==> config.mk <==
export PLATFORM = sky130hd
export DESIGN_NAME = smem_writer
export DESIGN_NICKNAME = d
export VERILOG_FILES = /design/src/rtl/smem_writer.sv
export SDC_FILE = /design/constraint.sdc
export NUM_CORES = 1
export LEC_CHECK = 0
export CORE_ASPECT_RATIO = 0.7
export CORE_MARGIN = 4
export CORE_UTILIZATION = 35
export DETAILED_ROUTE_END_ITERATION = 7
export SLEW_MARGIN = 10
export SYNTH_ARGS = -nofsm -noshare
export SYNTH_HDL_FRONTEND = slang
export SYNTH_SLANG_ARGS = --single-unit
==> constraint.sdc <==
create_clock -name clk -period 9.15 [get_ports clk]
set_clock_uncertainty 0.2 [all_clocks]
set_input_delay 0.915 -clock clk [delete_from_list [all_inputs] [get_ports clk]]
set_output_delay 0.915 -clock clk [all_outputs]
set_load 0.01 [all_outputs]
==> src/rtl/smem_writer.sv <==
`default_nettype none
// ============================================================================
//  Module   : smem_writer
//  Purpose  : Write-side front end for shared_memory. Buffers one complete job
//             (string bytes plus pattern bytes, arriving interleaved on a
//             ready/valid byte stream), then replays it as a single unbroken
//             write burst: all string bytes, then all pattern bytes. It then
//             waits for the memory's valid before taking the next job.
//             shared_memory ends a load on any idle cycle inside a burst, so
//             the whole job must be resident before the first beat goes out.
//
//  Ports    : clk        in   clock
//             reset      in   synchronous, active-high reset
//             in_data    in   job byte
//             in_sel     in   0 = string byte, 1 = pattern byte
//             in_last    in   final byte of the job
//             in_valid   in   upstream byte valid
//             in_ready   out  byte accepted this cycle when in_valid is high
//             w_data     out  burst data to shared_memory.w_data
//             write      out  burst strobe to shared_memory.write
//             w_sel      out  burst class to shared_memory.w_sel
//             mem_valid  in   shared_memory.valid
//             done       out  one-cycle pulse when the job is loaded
//             err        out  sticky job error, cleared by the next job
//
//  Revision : 1.0  initial release
// ============================================================================
module smem_writer #(
   parameter int BYTE        = 8,
   parameter int MAX_STRING  = 32,
   parameter int MAX_PATTERN = 8
) (
   input  logic            clk,
   input  logic            reset,
   input  logic [BYTE-1:0] in_data,
   input  logic            in_sel,
   input  logic            in_last,
   input  logic            in_valid,
   output logic            in_ready,
   output logic [BYTE-1:0] w_data,
   output logic            write,
   output logic            w_sel,
   input  logic            mem_valid,
   output logic            done,
   output logic            err
);

   // Counters hold 0..MAX inclusive; buffer indices only need 0..MAX-1.
   localparam int S_CNT_W = $clog2(MAX_STRING + 1);
   localparam int P_CNT_W = $clog2(MAX_PATTERN + 1);
   localparam int S_IDX_W = (MAX_STRING  > 1) ? $clog2(MAX_STRING)  : 1;
   localparam int P_IDX_W = (MAX_PATTERN > 1) ? $clog2(MAX_PATTERN) : 1;
   localparam int IDX_W   = (S_CNT_W > P_CNT_W) ? S_CNT_W : P_CNT_W;

   localparam logic [S_CNT_W-1:0] S_FULL  = S_CNT_W'(MAX_STRING);
   localparam logic [P_CNT_W-1:0] P_FULL  = P_CNT_W'(MAX_PATTERN);
   localparam logic [S_CNT_W-1:0] S_ONE   = S_CNT_W'(1);
   localparam logic [P_CNT_W-1:0] P_ONE   = P_CNT_W'(1);
   localparam logic [IDX_W-1:0]   IDX_ONE = IDX_W'(1);

   localparam logic [1:0] ST_COLLECT    = 2'd0;
   localparam logic [1:0] ST_SEND_STR   = 2'd1;
   localparam logic [1:0] ST_SEND_PAT   = 2'd2;
   localparam logic [1:0] ST_WAIT_VALID = 2'd3;

   // ------------------------------------------------------------------------
   // State and storage
   // ------------------------------------------------------------------------
   logic [1:0]         r_state;
   logic [1:0]         w_next_state;
   logic [S_CNT_W-1:0] r_s_cnt;
   logic [P_CNT_W-1:0] r_p_cnt;
   logic [IDX_W-1:0]   r_idx;
   logic               r_err;
   logic [BYTE-1:0]    r_str_buf [MAX_STRING];
   logic [BYTE-1:0]    r_pat_buf [MAX_PATTERN];

   // Registered outputs
   logic               r_in_ready;
   logic               r_write;
   logic               r_w_sel;
   logic [BYTE-1:0]    r_w_data;
   logic               r_done;

   // Next values for the registered outputs and the burst index
   logic               w_nxt_ready;
   logic               w_nxt_write;
   logic               w_nxt_sel;
   logic [BYTE-1:0]    w_nxt_data;
   logic               w_nxt_done;
   logic [IDX_W-1:0]   w_nxt_idx;

   // ------------------------------------------------------------------------
   // Collect-side decode
   // ------------------------------------------------------------------------
   logic               w_accept;
   logic               w_s_full;
   logic               w_p_full;
   logic               w_store_str;
   logic               w_store_pat;
   logic               w_overflow;
   logic [S_CNT_W-1:0] w_s_cnt_upd;
   logic [P_CNT_W-1:0] w_p_cnt_upd;
   logic               w_job_first;
   logic               w_last_acc;
   logic               w_last_bad;
   logic               w_last_good;

   assign w_accept    = in_valid & r_in_ready & (r_state == ST_COLLECT);
   assign w_s_full    = (r_s_cnt == S_FULL);
   assign w_p_full    = (r_p_cnt == P_FULL);
   assign w_store_str = w_accept & ~in_sel & ~w_s_full;
   assign w_store_pat = w_accept &  in_sel & ~w_p_full;
   assign w_overflow  = w_accept & (in_sel ? w_p_full : w_s_full);

   // Counts as they stand after this cycle's byte (saturating on overflow)
   assign w_s_cnt_upd = r_s_cnt + (w_store_str ? S_ONE : '0);
   assign w_p_cnt_upd = r_p_cnt + (w_store_pat ? P_ONE : '0);

   // Both counters are zero only before the first byte of a job, so this
   // identifies the byte that clears a stale err.
   assign w_job_first = (r_s_cnt == '0) && (r_p_cnt == '0);

   assign w_last_acc  = w_accept & in_last;
   assign w_last_bad  = w_last_acc & ((w_s_cnt_upd == '0) | (w_p_cnt_upd == '0));
   assign w_last_good = w_last_acc & ~w_last_bad;

   // ------------------------------------------------------------------------
   // Burst-side decode
   // ------------------------------------------------------------------------
   logic               w_str_end;
   logic               w_pat_end;
   logic [IDX_W-1:0]   w_idx_inc;
   logic [S_IDX_W-1:0] w_s_rd;
   logic [P_IDX_W-1:0] w_p_rd;
   logic [BYTE-1:0]    w_first_str;

   assign w_str_end = (r_idx == IDX_W'(r_s_cnt - S_ONE));
   assign w_pat_end = (r_idx == IDX_W'(r_p_cnt - P_ONE));
   assign w_idx_inc = r_idx + IDX_ONE;
   assign w_s_rd    = S_IDX_W'(w_idx_inc);
   assign w_p_rd    = P_IDX_W'(w_idx_inc);

   // The first beat is registered on the same edge that accepts in_last. If
   // that byte is itself the job's only string byte it is being written into
   // str_buf[0] on that edge, so forward it instead of reading stale storage.
   assign w_first_str = (w_store_str && (r_s_cnt == '0)) ? in_data : r_str_buf[0];

   // ------------------------------------------------------------------------
   // FSM: state register
   // ------------------------------------------------------------------------
   always_ff @(posedge clk) begin
      if (reset) begin
         r_state <= ST_COLLECT;
      end else begin
         r_state <= w_next_state;
      end
   end

   // ------------------------------------------------------------------------
   // FSM: next-state logic
   // ------------------------------------------------------------------------
   always_comb begin
      w_next_state = r_state;
      case (r_state)
         ST_COLLECT:    if (w_last_good) w_next_state = ST_SEND_STR;
         ST_SEND_STR:   if (w_str_end)   w_next_state = ST_SEND_PAT;
         ST_SEND_PAT:   if (w_pat_end)   w_next_state = ST_WAIT_VALID;
         ST_WAIT_VALID: if (mem_valid)   w_next_state = ST_COLLECT;
         default:                        w_next_state = ST_COLLECT;
      endcase
   end

   // ------------------------------------------------------------------------
   // FSM: output logic. Produces the values the output registers take at the
   // next edge, so each beat is presented in the cycle the state implies and
   // the string-to-pattern handoff has no idle cycle.
   // ------------------------------------------------------------------------
   always_comb begin
      w_nxt_ready = 1'b0;
      w_nxt_write = 1'b0;
      w_nxt_sel   = 1'b0;
      w_nxt_data  = '0;
      w_nxt_done  = 1'b0;
      w_nxt_idx   = r_idx;
      case (r_state)
         ST_COLLECT: begin
            if (w_last_good) begin
               w_nxt_write = 1'b1;
               w_nxt_data  = w_first_str;
               w_nxt_idx   = '0;
            end else begin
               w_nxt_ready = 1'b1;
            end
         end
         ST_SEND_STR: begin
            w_nxt_write = 1'b1;
            if (w_str_end) begin
               w_nxt_sel  = 1'b1;
               w_nxt_data = r_pat_buf[0];
               w_nxt_idx  = '0;
            end else begin
               w_nxt_data = r_str_buf[w_s_rd];
               w_nxt_idx  = w_idx_inc;
            end
         end
         ST_SEND_PAT: begin
            if (w_pat_end) begin
               w_nxt_idx = '0;
            end else begin
               w_nxt_write = 1'b1;
               w_nxt_sel   = 1'b1;
               w_nxt_data  = r_pat_buf[w_p_rd];
               w_nxt_idx   = w_idx_inc;
            end
         end
         ST_WAIT_VALID: begin
            if (mem_valid) begin
               w_nxt_done  = 1'b1;
               w_nxt_ready = 1'b1;
            end
         end
         default: begin
            w_nxt_idx = '0;
         end
      endcase
   end

   // ------------------------------------------------------------------------
   // Output and burst-index registers
   // ------------------------------------------------------------------------
   always_ff @(posedge clk) begin
      if (reset) begin
         r_in_ready <= 1'b0;
         r_write    <= 1'b0;
         r_w_sel    <= 1'b0;
         r_w_data   <= '0;
         r_done     <= 1'b0;
         r_idx      <= '0;
      end else begin
         r_in_ready <= w_nxt_ready;
         r_write    <= w_nxt_write;
         r_w_sel    <= w_nxt_sel;
         r_w_data   <= w_nxt_data;
         r_done     <= w_nxt_done;
         r_idx      <= w_nxt_idx;
      end
   end

   // ------------------------------------------------------------------------
   // Job counters: they alone define the payload; buffers are never cleared.
   // ------------------------------------------------------------------------
   always_ff @(posedge clk) begin
      if (reset) begin
         r_s_cnt <= '0;
         r_p_cnt <= '0;
      end else if (r_state == ST_COLLECT) begin
         if (w_last_bad) begin
            r_s_cnt <= '0;
            r_p_cnt <= '0;
         end else begin
            r_s_cnt <= w_s_cnt_upd;
            r_p_cnt <= w_p_cnt_upd;
         end
      end else if ((r_state == ST_WAIT_VALID) && mem_valid) begin
         r_s_cnt <= '0;
         r_p_cnt <= '0;
      end
   end

   // Sticky error: set by overflow or an empty class at in_last, dropped by
   // the first accepted byte of the following job.
   always_ff @(posedge clk) begin
      if (reset) begin
         r_err <= 1'b0;
      end else if (w_accept) begin
         r_err <= (r_err & ~w_job_first) | w_overflow | w_last_bad;
      end
   end

   // ------------------------------------------------------------------------
   // Job buffers (no reset; contents are only read below the counters)
   // ------------------------------------------------------------------------
   always_ff @(posedge clk) begin
      if (w_store_str) begin
         r_str_buf[r_s_cnt[S_IDX_W-1:0]] <= in_data;
      end
      if (w_store_pat) begin
         r_pat_buf[r_p_cnt[P_IDX_W-1:0]] <= in_data;
      end
   end

   assign in_ready = r_in_ready;
   assign write    = r_write;
   assign w_sel    = r_w_sel;
   assign w_data   = r_w_data;
   assign done     = r_done;
   assign err      = r_err;

endmodule
`default_nettype wire

==> Word-level counts from Yosys, hierarchy flattened <==
Memory sizes are Yosys's and may differ from the RTL's.
Index checks and enable logic that the tools add are counted.
{ "totals": {"out_inout_bits": 13, "elab_cells": 96, "register_bits": 31, "inputBits": 14, "ram_bits": 320, "mem_count": 2} }
{ "memory_table": {"columns": ["memory", "depth", "word_bits", "read_ports", "rd_ports_with_merged_regs", "write_ports", "line_no", "text"], "rows": [
  ["r_str_buf", 32, 8, 2, 0, 1, "75", "logic [BYTE-1:0] r_str_buf [MAX_STRING];"],
  ["r_pat_buf", 8, 8, 2, 0, 1, "76", "logic [BYTE-1:0] r_pat_buf [MAX_PATTERN];"]
]} }
{ "classes": {"eq_ne": 11, "mux": 35, "addsub": 5, "n_bitwise": 20, "reduce_logical": 13} }
{ "ops": {"columns": ["op", "n"], "rows": [
  ["2-to-1 mux 6 bit", 6],
  ["2-to-1 mux 8 bit", 4],
  ["one-hot mux 8 bit (3 select lines)", 1],
  ["one-hot mux 6 bit (3 select lines)", 1],
  ["== test 6 bit", 2],
  ["logical NOT 6 bit", 2],
  ["2-to-1 mux 1 bit", 12],
  ["2-to-1 mux 4 bit", 3],
  ["bitwise AND 1 bit", 11],
  ["logical NOT 4 bit", 2],
  ["2-to-1 mux 2 bit", 4],
  ["!= test 2 bit, second input constant", 4],
  ["one-hot mux 2 bit (4 select lines)", 1],
  ["adder 6 x 1 -> 6 bit", 1],
  ["adder 6 x 1 -> 6 bit, second input constant", 1],
  ["== test 6 bit, second input constant", 1],
  ["NOT 1 bit", 6],
  ["subtractor 6 x 1 -> 6 bit, second input constant", 1],
  ["subtractor 4 x 1 -> 5 bit, second input constant", 1],
  ["adder 4 x 1 -> 4 bit", 1],
  ["== test 2 bit, second input constant", 2],
  ["== test 4 bit, second input constant", 1],
  ["one-hot mux 1 bit (2 select lines)", 2],
  ["AND reduction 4 bit", 1],
  ["other kinds (9)", 13]
]} }

==> Longest topological paths before layout <==
{ "depth": {"depth_word": 13, "mapped_depth": 15} }

==> Least setup slack after synthesis <==
Ideal clock, no wire load.
{ "synth_path": {"path_type": "input -> register", "startpoint": "in in_valid", "endpoint": "reg r_state[0]", "path_stages": 11, "n_path_buf": 1, "arrival_time_ns": 3.460, "path_slack_ns": 5.411, "path_cell_list": "nand3_1 nor3_1 ha_1 ha_1 nor3_1 a31oi_1 a211oi_1 or3_1 buf_6 a2111o_1 a211oi_2"} }
{ "synth_via": {"elab_chain_cells": 13, "elab_cells_between_ends": 19} }
{ "synth_lines": {"columns": ["item", "line_no", "text"], "rows": [
  ["from (decl)", "38", "input logic in_valid,"],
  ["bitwise AND 1 bit * (2 in series)", "109", "assign w_accept = in_valid & r_in_ready & (r_state == ST_COLLECT);"],
  ["bitwise AND 1 bit, on equally long branches (2 in series)", "112, 113", null],
  ["2-to-1 mux 1 bit, on equally long branches", "117, 118", null],
  ["adder 6 x 1 -> 6 bit / adder 4 x 1 -> 4 bit (equally long branches)", "117, 118", null],
  ["logical NOT 6 bit / logical NOT 4 bit (equally long branches)", "125", "assign w_last_bad = w_last_acc & ((w_s_cnt_upd == '0) | (w_p_cnt_upd == '0));"],
  ["bitwise OR 1 bit", "125", null],
  ["bitwise AND 1 bit", "125", null],
  ["NOT 1 bit", "126", "assign w_last_good = w_last_acc & ~w_last_bad;"],
  ["bitwise AND 1 bit *", "126", null],
  ["!= test 2 bit (no line) *", null, null],
  ["AND reduction 4 bit (no line) *", null, null],
  ["to (signal assigned)", "156", "r_state <= w_next_state;"],
  ["to (decl)", "69", "logic [1:0] r_state;"]
]} }
Every way passes the cells marked *; elsewhere a longest branch is shown, timed or not.
A chain may end at the register's enable or synchronous reset.

==> Worst setup path in the final report <==
{ "layout_path": {"startpoint": "reg r_state[0]", "endpoint": "reg r_idx[1]"} }
{ "layout_via": {"elab_chain_cells": 13, "elab_cells_between_ends": 23} }
{ "layout_lines": {"columns": ["item", "line_no", "text"], "rows": [
  ["logical NOT 2 bit", "109, 186", null],
  ["bitwise AND 1 bit", "109", null],
  ["bitwise AND 1 bit, on equally long branches (2 in series)", "112, 113", null],
  ["2-to-1 mux 1 bit, on equally long branches", "117, 118", null],
  ["adder 6 x 1 -> 6 bit / adder 4 x 1 -> 4 bit (equally long branches)", "117, 118", null],
  ["logical NOT 6 bit / logical NOT 4 bit (equally long branches)", "125", null],
  ["bitwise OR 1 bit", "125", null],
  ["bitwise AND 1 bit", "125", null],
  ["NOT 1 bit", "126", null],
  ["bitwise AND 1 bit", "126", null],
  ["!= test 2 bit (no line)", null, null],
  ["AND reduction 2 bit (no line)", null, null],
  ["to (signal assigned)", "246", "r_idx <= w_nxt_idx;"],
  ["to (decl)", "73", "logic [IDX_W-1:0] r_idx;"]
]} }
Several ways; a longest one is shown, not always the timed one.

==> flow_metrics.tcl <==
set metrics [dict create \
    yosysTopAreaCellShare 0.653 \
    die_h_um 180 \
    async_flop_share 0 \
    fmax_ghz 0.215 \
    p_sw_frac 0.228 \
    cts_max_level 2 \
    coreArea_sq_um 41300 \
    combinationalPowerShare 0.071 \
    wl_met3_mm 3.12 \
    fin_crit_sh 0.508 \
    io_pins 27 \
    clkTransAtPathRegs_ps 60 \
    hold_start "err" \
    grt-ovfl-total 0 \
    antenna_left 0 \
    switchingPower_w 0.000758 \
    num_antenna_cells 0 \
    port_buffers 26 \
    dp_hpwl_mm 22.0 \
    fin_crit_ps 4650 \
    p_leak_nw 4.98 \
    synth_area_sq_um 14700 \
    peakVddDrop_mv 0.126 \
    rsz0062_at_grt "no" \
    hold-worst-slack_ps 298 \
    drtIter0Drc 862 \
    r2r_cells 12 \
    placed_cell_area_sq_um 15600 \
    num_vias 8133 \
    synthFlopType "edfxtp_1" \
    post_cts_buffers 0 \
    hold_violations 0 \
    worstPathRequired_ps 9400 \
    power_density_nw_per_um2 200 \
    reg2reg_slack_ps 4500 \
    first_pass_iters 5 \
    synth_seq_cells 351 \
    worstSetupPathType "flip-flop to flip-flop" \
    p_total_w 0.00332 \
    cp-end-kind "flip-flop" \
    yosysSeqAreaShare 0.695 \
    relSlewSlack 0.218 \
    fillers 3703 \
    cts_hold_buf 0 \
    route.detailed.drc 0 \
    synth_nets 920 \
    viasPerCell 5.51 \
    r2r-end "r_idx[1]" \
    synth_largest_area_cell "edfxtp_1" \
    route.final.wire_length_mm 34.5 \
    crit_path_start_kind "flip-flop" \
    final_util 0.402 \
    die-area_sq_um 45500 \
    antenna_found_initial 0 \
    met1Wirelength_mm 16.4 \
    finalInstanceArea_sq_um 16600 \
    setup_violations 0 \
    clock_latency_ps 520 \
    synth_warnings 0 \
    cts_root_buf "clkbuf_16" \
    met2_length_mm 14.5 \
    clk_path_buf_depth 3 \
    yosys-top-cells-area "edfxtp_1 65%, mux4_2 12%, dfxtp_1 4.2%" \
    p_clk_frac 0.391 \
    grt_start_max_net_pins 60 \
    hold_path_end "err" \
    synth_cell_types 60 \
    nets 940 \
    syn_area_per_cell_sq_um 16.5 \
    area_growth_pct 12.7 \
    worstPathArrival_ps 4890 \
    synth_edf_count 320 \
    seq_power_share 0.539 \
    numCtsBuffers 34 \
    cts_tree "done" \
    outcome "completed" \
    clkSinkCount 351 \
    wl_per_cell_um 23.3 \
    topRoutingLayerUsed "met4" \
    place_congestion 0.801 \
    holdPathStages 2 \
    grt_pass1_vias 7972 \
    drive_gt1_frac 0.168 \
    worstHoldPathType "flip-flop to flip-flop" \
    netlist_instances 890 \
    worst_pin_slew_ps 1160 \
    chipWidth_um 253 \
    path_max_fanout 20 \
    fp-row-count 62 \
    grt_pass1_wl_mm 51.7 \
    gr-usage-all-layers 0.150 \
    maxCapViolCount 0 \
    cell_internal_pwr_w 0.00256 \
    start_util 0.357 \
    fin_setup_tns_ps 0 \
    final_max_slew_viol_count 0 \
    post_cts_resized 0 \
    reg2reg_from "r_state[0]" \
]
==> cell type report <==
type	count	area (sq um)	share of cell area
well taps	544	681	0.0410
clock inverters	22	138	0.00830
multi-input cells	469	4250	0.256
flip-flops and latches	351	10200	0.617
inverters	11	41.3	0.00249
clock buffers	37	862	0.0520
repair buffers	43	388	0.0234
==> state kept, by name, indices dropped and copies added (netlist names) <==
signal	cells
r_str_buf	256
r_pat_buf	64
w_data	8
r_idx	6
r_s_cnt	6
r_p_cnt	4
r_state	2
done	1
err	1
in_ready	1
w_sel	1
write	1
==> how the worst max path moves through the flow <==
stage	start	end	slack (ps)	cells after the start
detailed placement	in_valid	r_idx[1]	4340	11
floorplan	in_valid	r_state[0]	5410	11
global placement	in_valid	r_idx[5]	4490	11
CTS	r_state[0]	r_idx[0]	4500	12
finish	r_state[0]	r_idx[1]	4500	12
global route	r_state[0]	r_idx[0]	4070	12
==> through the flow <==
stage | instances | setup slack [ps]
finish | 1477 | 4500
global route | 1477 | 4070
CTS | 1477 | 4500
detailed placement | 1418 | 4340
global placement | 1418 | 4490
floorplan | 890 | 5410
==> power by group through the flow <==
| stage | Combinational [W] | Sequential (W) | Clock, W |
|---|---|---|---|
| floorplan | 0.000134 | 0.00182 | 0 |
| global placement | 0.000228 | 0.00182 | 0 |
| detailed placement | 0.000232 | 0.00182 | 0 |
| CTS | 0.000233 | 0.00179 | 0.00133 |
| global route | 0.000253 | 0.00179 | 0.00140 |
| finish | 0.000234 | 0.00179 | 0.00130 |
==> cells in the mapped netlist, types with 11 or more instances <==
cell	count
xnor2_1	13
edfxtp_1	320
nand3_1	29
nor2_1	54
a31oi_1	22
buf_2	18
inv_1	11
dfxtp_1	31
nand2_1	95
mux4_2	81
ha_1	16
nand2b_1	13
clkbuf_1	31
==> cells in the final DEF (no fill, tap or decap), types with 5 or more instances in the layout <==
cell and count:
nor2_1 54, xor2_1 6, mux2i_1 10, nand4b_1 6, dfxtp_1 30, ha_1 15
a31oi_1 22, nand2_1 95, clkinv_1 16, o2111ai_1 5, nand4_1 10, a211oi_1 9
inv_1 11, buf_4 17, clkdlybuf4s50_1 26, a2bb2oi_1 8, clkbuf_16 34, nand2b_1 13
and2_1 7, a21oi_1 9, nor3_1 9, xnor2_1 12, nand3_1 29, edfxtp_1 320
a32oi_1 5, mux4_2 81
==> routing by layer <==
metal / global-route usage / vias to the layer above
met2: 0.206 / 310
met5: 0 / -
met3: 0.0448 / 40
li1: - / 3561
met1: 0.239 / 4222
met4: 0.0269 / 0
==> critical path: stages, from the launching register on <==
cell and delay, ps:
dfxtp_1 340, inv_1 120, ha_1 640, nand3_1 360
nor3_1 540, ha_1 340, ha_1 260, nor3_1 60
a31oi_1 270, a2111oi_2 80, nor3_1 940, o2111ai_1 240
a21oi_1 190
==> kinds of logic (layout without fill, tap and decap cells) <==
family | Yosys count | in the layout | share of synthesized area
buffers and inverters | 70 | 113 | 0.0200
AO/OA/AOI/OAI | 91 | 91 | 0.0467
AND/OR/NAND/NOR | 250 | 250 | 0.0812
adder cells (fa/ha/maj) | 16 | 16 | 0.0136
XOR/XNOR | 20 | 20 | 0.0119
multiplexers | 92 | 92 | 0.132
flip-flops | 351 | 351 | 0.695
Note: power is estimated with default switching activity, not from simulation.
